[src/rtl/otter_branch_resolve.sv]
// rtl/otter_branch_resolve.sv - execute-stage branch/jump resolution with redirect, flush window and perf counters
module otter_branch_resolve #(
  parameter int FLUSH_CYCLES = 2,
  parameter int CNT_W        = 32
) (
  input  logic             clk,
  input  logic             rst_n,
  input  logic             ex_valid,
  output logic             ex_ready,
  input  logic             ex_is_br,
  input  logic             ex_is_jal,
  input  logic             ex_is_jalr,
  input  logic [2:0]       ex_funct3,
  input  logic             br_eq,
  input  logic             br_lt,
  input  logic             br_ltu,
  input  logic [31:0]      ex_pc,
  input  logic [31:0]      ex_rs1,
  input  logic [31:0]      ex_imm,
  output logic             redirect_vld,
  output logic [31:0]      redirect_pc,
  output logic             flush,
  output logic             link_vld,
  output logic [31:0]      link_data,
  output logic             misalign,
  output logic             illegal_br,
  output logic [CNT_W-1:0] br_count,
  output logic [CNT_W-1:0] taken_count
);

  typedef enum logic [1:0] {
    S_IDLE     = 2'd0,
    S_REDIRECT = 2'd1,
    S_FLUSH    = 2'd2
  } state_e;

  // FLUSH state lasts FLUSH_CYCLES-1 cycles; the counter is loaded with one less and runs to zero.
  localparam int FC_W = (FLUSH_CYCLES > 2) ? $clog2(FLUSH_CYCLES) : 1;
  localparam logic [FC_W-1:0] FC_LOAD = (FLUSH_CYCLES > 2) ? FC_W'(FLUSH_CYCLES - 2) : '0;

  state_e            state_q, state_d;
  logic [FC_W-1:0]   fcnt_q, fcnt_d;
  logic [31:0]       redirect_pc_q, redirect_pc_d;
  logic              link_vld_q, link_vld_d;
  logic [31:0]       link_data_q, link_data_d;
  logic              misalign_q, misalign_d;
  logic              illegal_br_q, illegal_br_d;
  logic [CNT_W-1:0]  br_count_q, br_count_d;
  logic [CNT_W-1:0]  taken_count_q, taken_count_d;

  logic        is_jalr, is_jal, is_br;
  logic        accept, cond, illegal_f3, taken, aligned, go_redirect;
  logic [31:0] jalr_sum, target;

  // Decode with jalr > jal > br priority, evaluate the branch condition and the target.
  always_comb begin
    is_jalr    = ex_is_jalr;
    is_jal     = ex_is_jal & ~ex_is_jalr;
    is_br      = ex_is_br & ~ex_is_jal & ~ex_is_jalr;
    accept     = ex_valid & (state_q == S_IDLE) & (ex_is_br | ex_is_jal | ex_is_jalr);
    illegal_f3 = 1'b0;
    cond       = 1'b0;
    case (ex_funct3)
      3'b000:  cond = br_eq;
      3'b001:  cond = ~br_eq;
      3'b100:  cond = br_lt;
      3'b101:  cond = ~br_lt;
      3'b110:  cond = br_ltu;
      3'b111:  cond = ~br_ltu;
      default: illegal_f3 = 1'b1;
    endcase
    jalr_sum    = ex_rs1 + ex_imm;
    target      = is_jalr ? {jalr_sum[31:1], 1'b0} : (ex_pc + ex_imm);
    taken       = is_jal | is_jalr | (is_br & cond);
    aligned     = (target[1:0] == 2'b00);
    go_redirect = accept & taken & aligned;
  end

  // Next state: a redirect cycle followed by the remaining flush window.
  always_comb begin
    state_d = state_q;
    fcnt_d  = fcnt_q;
    case (state_q)
      S_IDLE: begin
        if (go_redirect) state_d = S_REDIRECT;
      end
      S_REDIRECT: begin
        if (FLUSH_CYCLES > 1) begin
          state_d = S_FLUSH;
          fcnt_d  = FC_LOAD;
        end else begin
          state_d = S_IDLE;
        end
      end
      S_FLUSH: begin
        if (fcnt_q == '0) state_d = S_IDLE;
        else              fcnt_d  = fcnt_q - 1'b1;
      end
      default: state_d = S_IDLE;
    endcase
  end

  // Result registers: pulses clear each cycle, data fields update only on accept.
  always_comb begin
    redirect_pc_d = redirect_pc_q;
    link_data_d   = link_data_q;
    link_vld_d    = 1'b0;
    misalign_d    = 1'b0;
    illegal_br_d  = 1'b0;
    br_count_d    = br_count_q;
    taken_count_d = taken_count_q;
    if (accept) begin
      redirect_pc_d = target;
      link_data_d   = ex_pc + 32'd4;
      link_vld_d    = is_jal | is_jalr;
      misalign_d    = taken & ~aligned;
      illegal_br_d  = is_br & illegal_f3;
      if (is_br && (br_count_q != '1))
        br_count_d = br_count_q + CNT_W'(1);
      if (is_br && cond && (taken_count_q != '1))
        taken_count_d = taken_count_q + CNT_W'(1);
    end
  end

  // State and result flops; reset aborts any flush window immediately.
  always_ff @(posedge clk or negedge rst_n) begin
    if (!rst_n) begin
      state_q       <= S_IDLE;
      fcnt_q        <= '0;
      redirect_pc_q <= '0;
      link_vld_q    <= 1'b0;
      link_data_q   <= '0;
      misalign_q    <= 1'b0;
      illegal_br_q  <= 1'b0;
      br_count_q    <= '0;
      taken_count_q <= '0;
    end else begin
      state_q       <= state_d;
      fcnt_q        <= fcnt_d;
      redirect_pc_q <= redirect_pc_d;
      link_vld_q    <= link_vld_d;
      link_data_q   <= link_data_d;
      misalign_q    <= misalign_d;
      illegal_br_q  <= illegal_br_d;
      br_count_q    <= br_count_d;
      taken_count_q <= taken_count_d;
    end
  end

  assign ex_ready     = (state_q == S_IDLE);
  assign flush        = (state_q != S_IDLE);
  assign redirect_vld = (state_q == S_REDIRECT);
  assign redirect_pc  = redirect_pc_q;
  assign link_vld     = link_vld_q;
  assign link_data    = link_data_q;
  assign misalign     = misalign_q;
  assign illegal_br   = illegal_br_q;
  assign br_count     = br_count_q;
  assign taken_count  = taken_count_q;

endmodule

[config.mk]
export PLATFORM = sky130hd
export DESIGN_NAME = otter_branch_resolve
export DESIGN_NICKNAME = d
export VERILOG_FILES = /design/src/rtl/otter_branch_resolve.sv
export SDC_FILE = /design/constraint.sdc
export NUM_CORES = 1
export LEC_CHECK = 0
export CAP_MARGIN = 5
export CORE_MARGIN = 3
export CORE_UTILIZATION = 50
export CTS_BUF_LIST = sky130_fd_sc_hd__clkbuf_4
export DETAILED_ROUTE_END_ITERATION = 10
export PLACE_DENSITY = 0.8
export SYNTH_ARGS = -nofsm -noshare
export SYNTH_HDL_FRONTEND = slang
export SYNTH_SLANG_ARGS = --single-unit
[constraint.sdc]
create_clock -name clk -period 3.5 [get_ports clk]
set_clock_uncertainty 0.2 [all_clocks]
set_input_delay 0.7 -clock clk [delete_from_list [all_inputs] [get_ports clk]]
set_output_delay 0.7 -clock clk [all_outputs]
set_load 0.03 [all_outputs]
==> results of run 1 <==
## kinds of logic after synthesis
family | count (synthesis) | synth area share
AOI/OAI and AO/OA | 272 | 0.186
xor gates and xnor gates | 143 | 0.132
adders and majority gates | 66 | 0.0887
DFF | 133 | 0.351
muxes | 13 | 0.0140
buffers and inverters | 60 | 0.0243
and+or+nand+nor | 400 | 0.204
## state kept, by name (all words and copies together), names as in the netlist
signal and count:
taken_count 32, redirect_pc 32, state_q 2, link_data 32, link_vld 1, br_count 32, misalign 1, illegal_br 1
## critical path, cell delays in order
cell             delay (ns)
clkdlybuf4s50_1        0.45
buf_4                  0.17
ha_1                   0.27
nand4_1                0.17
a21oi_1                0.25
o21ai_0                0.12
buf_4                  0.16
o211ai_1               0.23
buf_4                  0.18
a21oi_2                0.06
o221ai_1               0.27
nand3_1                0.11
and4b_1                0.21
a221o_1                0.26
## repair_timing
item | CTS | global route
endpoints found under the hold margin | 29 | 0
setup buffers | 0 | 1
endpoints found under the setup margin | 0 | 3
hold buffers | 1 | 0
resized for setup | 0 | 3
## cell type report
type	count	area (µm²)	share of cell area
Timing Repair Buffer	402	3640	0.267
Sequential cell	133	3330	0.244
Tap cell	229	287	0.0210
Inverter	26	97.6	0.00715
Multi-Input combinational cell	894	5950	0.435
Antenna cell	1	2.50	0.000183
Clock buffer	17	128	0.00934
Clock inverter	14	224	0.0164
## routing by layer
layer | global-route usage | vias to the layer above | wire (µm)
li1 | - | 4660 | -
met1 | 0.390 | 4594 | 12900
met2 | 0.482 | 405 | 14300
met3 | 0.0403 | 55 | 2160
met4 | 0.0872 | 0 | 732
met5 | 0 | - | 0
## cells in the final DEF (no fill, tap or decap), types with 6 or more instances in the layout
| master | count |
|---|---|
| nor2b_1 | 9 |
| a21oi_1 | 71 |
| a31oi_1 | 10 |
| nand2_1 | 142 |
| clkdlybuf4s50_1 | 239 |
| and3_1 | 25 |
| xor2_1 | 62 |
| o21ai_0 | 83 |
| nand4_1 | 28 |
| xnor2_1 | 81 |
| buf_4 | 158 |
| inv_1 | 25 |
| mux2i_1 | 11 |
| clkbuf_4 | 17 |
| a21o_1 | 31 |
| dfrtp_1 | 133 |
| nor4_1 | 6 |
| and2_1 | 10 |
| nand3_1 | 55 |
| ha_1 | 64 |
| o21a_1 | 6 |
| nor3_1 | 13 |
| a211oi_1 | 6 |
| nor2_1 | 81 |
| o21bai_1 | 9 |
## report_power, final
| part | total (mW) | internal, mW | switching [mW] |
|---|---|---|---|
| clock | 1.28 | 0.644 | 0.639 |
| combinational | 2.48 | 1.10 | 1.38 |
| sequential | 1.93 | 1.76 | 0.165 |
## per-stage QoR
| stage | util | hold slack, ns |
|---|---|---|
| after CTS | 0.746 | 0.272 |
| final | 0.748 | 0.271 |
| after detailed placement | 0.726 | 0.254 |
| after floorplan | - | 0.204 |
| after global routing | 0.748 | 0.291 |
| after global placement | 0.726 | 0.239 |
## worst min path at each step
| stage | start | slack [ns] | cells past startpoint | endpoint |
|---|---|---|---|---|
| 5_1_grt | state_q[1] | 0.29 | 1 | state_q[1] |
| 2_1_floorplan | rst_n | 0.20 | 0 | br_count[0] |
| 3_3_place_gp | state_q[1] | 0.24 | 1 | state_q[1] |
| 6_report | state_q[1] | 0.27 | 1 | state_q[1] |
| 3_5_place_dp | state_q[1] | 0.25 | 1 | state_q[1] |
| 4_1_cts | state_q[1] | 0.27 | 1 | state_q[1] |
==> metrics.cfg, run 1 <==
[floorplan]
die_h_um=144
die_w_um=144
rows=49
die_area_um2=20600
core_area_um2=18300
initial_core_util=0.519
ios=242

[layout]
fin_cells=1716
area_growth_pct=44.1
final_nets=1648
drive_above_1_share=0.151
fillers=1367
fin_area_um2=13700

[timing]
fin_tns_setup_ns=0
rsz0062_at_grt=no
min_period_over_period=0.962
final_period_minus_worst_setup_slack_ns=3.37
setup_viol=0
hold_viol=0
worst_slack_ns=0.134
maxSlewViolCount=0
worst_pin_slew_ns=0.632
slew_headroom=0.579
maxClockFrequency_mhz=297

[drt]
first_pass_iters=5
wirelength_um=30200
wl_per_cell_um=17.6
drc_errors=0
vias_per_cell=5.66
ant_nets=0
num_vias=9714
first_iter_violations=782

[clock_tree]
clockBufferDepth=2
numCtsBuffers=17
insertion_delay_ns=0.56
path_clk_slew_ns=0.13
cts_tree=yes
htreeDepth=4
clockRootBuffer=clkbuf_4
clock-sinks=133

[logic_synthesis]
synth-seq-area-share=0.351
synthArstFlopShare=1.00
avgSynthCellArea_um2=8.72
synthTopCellsByArea=dfrtp_1 (35%), ha_1 (8.4%), xnor2_1 (7.5%), xor2_1 (5.7%), nand2_1 (5.6%)
yosys_register_bits=133
yosys-top-cells-count=nand2_1 (142), dfrtp_1 (133), o21ai_0 (83), nor2_1 (81), xnor2_1 (81)
syn-num-nets=1261
synthFlopType=dfrtp_1
synth_top_area_cell=dfrtp_1
syn_area_um2=9480
synthCells=1087
synth_edf_count=0
post-synth-top-count-cell=nand2_1
synth_top_area_share=0.351
yosys_warnings=0
ys_types=81

[setup_path]
timing.rr.start=state_q[0]
cp-end-kind=flop
critical_path.startpoint=ex_imm[1]
reg2reg_slack_ns=0.62
critPathCapture=redirect_pc[31]
r2r_cells=9
critPathMaxFanout=3
path_class=in -> reg
reg2reg_to=taken_count[28]
critPathRequiredTime_ns=3.76
crit_arrival_ns=3.63
critPathLaunchType=input pin

[grt]
grt_pass1_vias=9435
grt_pass1_wl_um=47100
grt-ovfl-total=0
antenna_found_initial=1
grt_max_degree=104
grt_usage=0.288

[placement]
pre_cts_ws_ns=-0.536
placed_cells=1682
place_area_um2=13300
gp_congestion=0.963
place_hpwl_um=24200
portBuffers=241

[pwr]
ir_drop_uv=193
power_leakage_nw=6.19
power.total_mw=5.69
p_per_area_nw_per_um2=417

[run]
max_cap_viol_count=0

[status]
outcome=completed

[worst_hold_path]
min_path_type=reg -> reg

Note: power is estimated with default switching activity, not from simulation.
==> inputs of run 2 (changes only) <==
Settings changed: CAP_MARGIN 5 to 20.
==> results of run 2 <==
Same layout as run 1: the final DEF is identical, and so are final timing and power.
==> inputs of run 3 (changes only) <==
Settings changed: SLEW_MARGIN set to 20.
==> results of run 3 <==
Same layout as run 1: the final DEF is identical, and so are final timing and power.
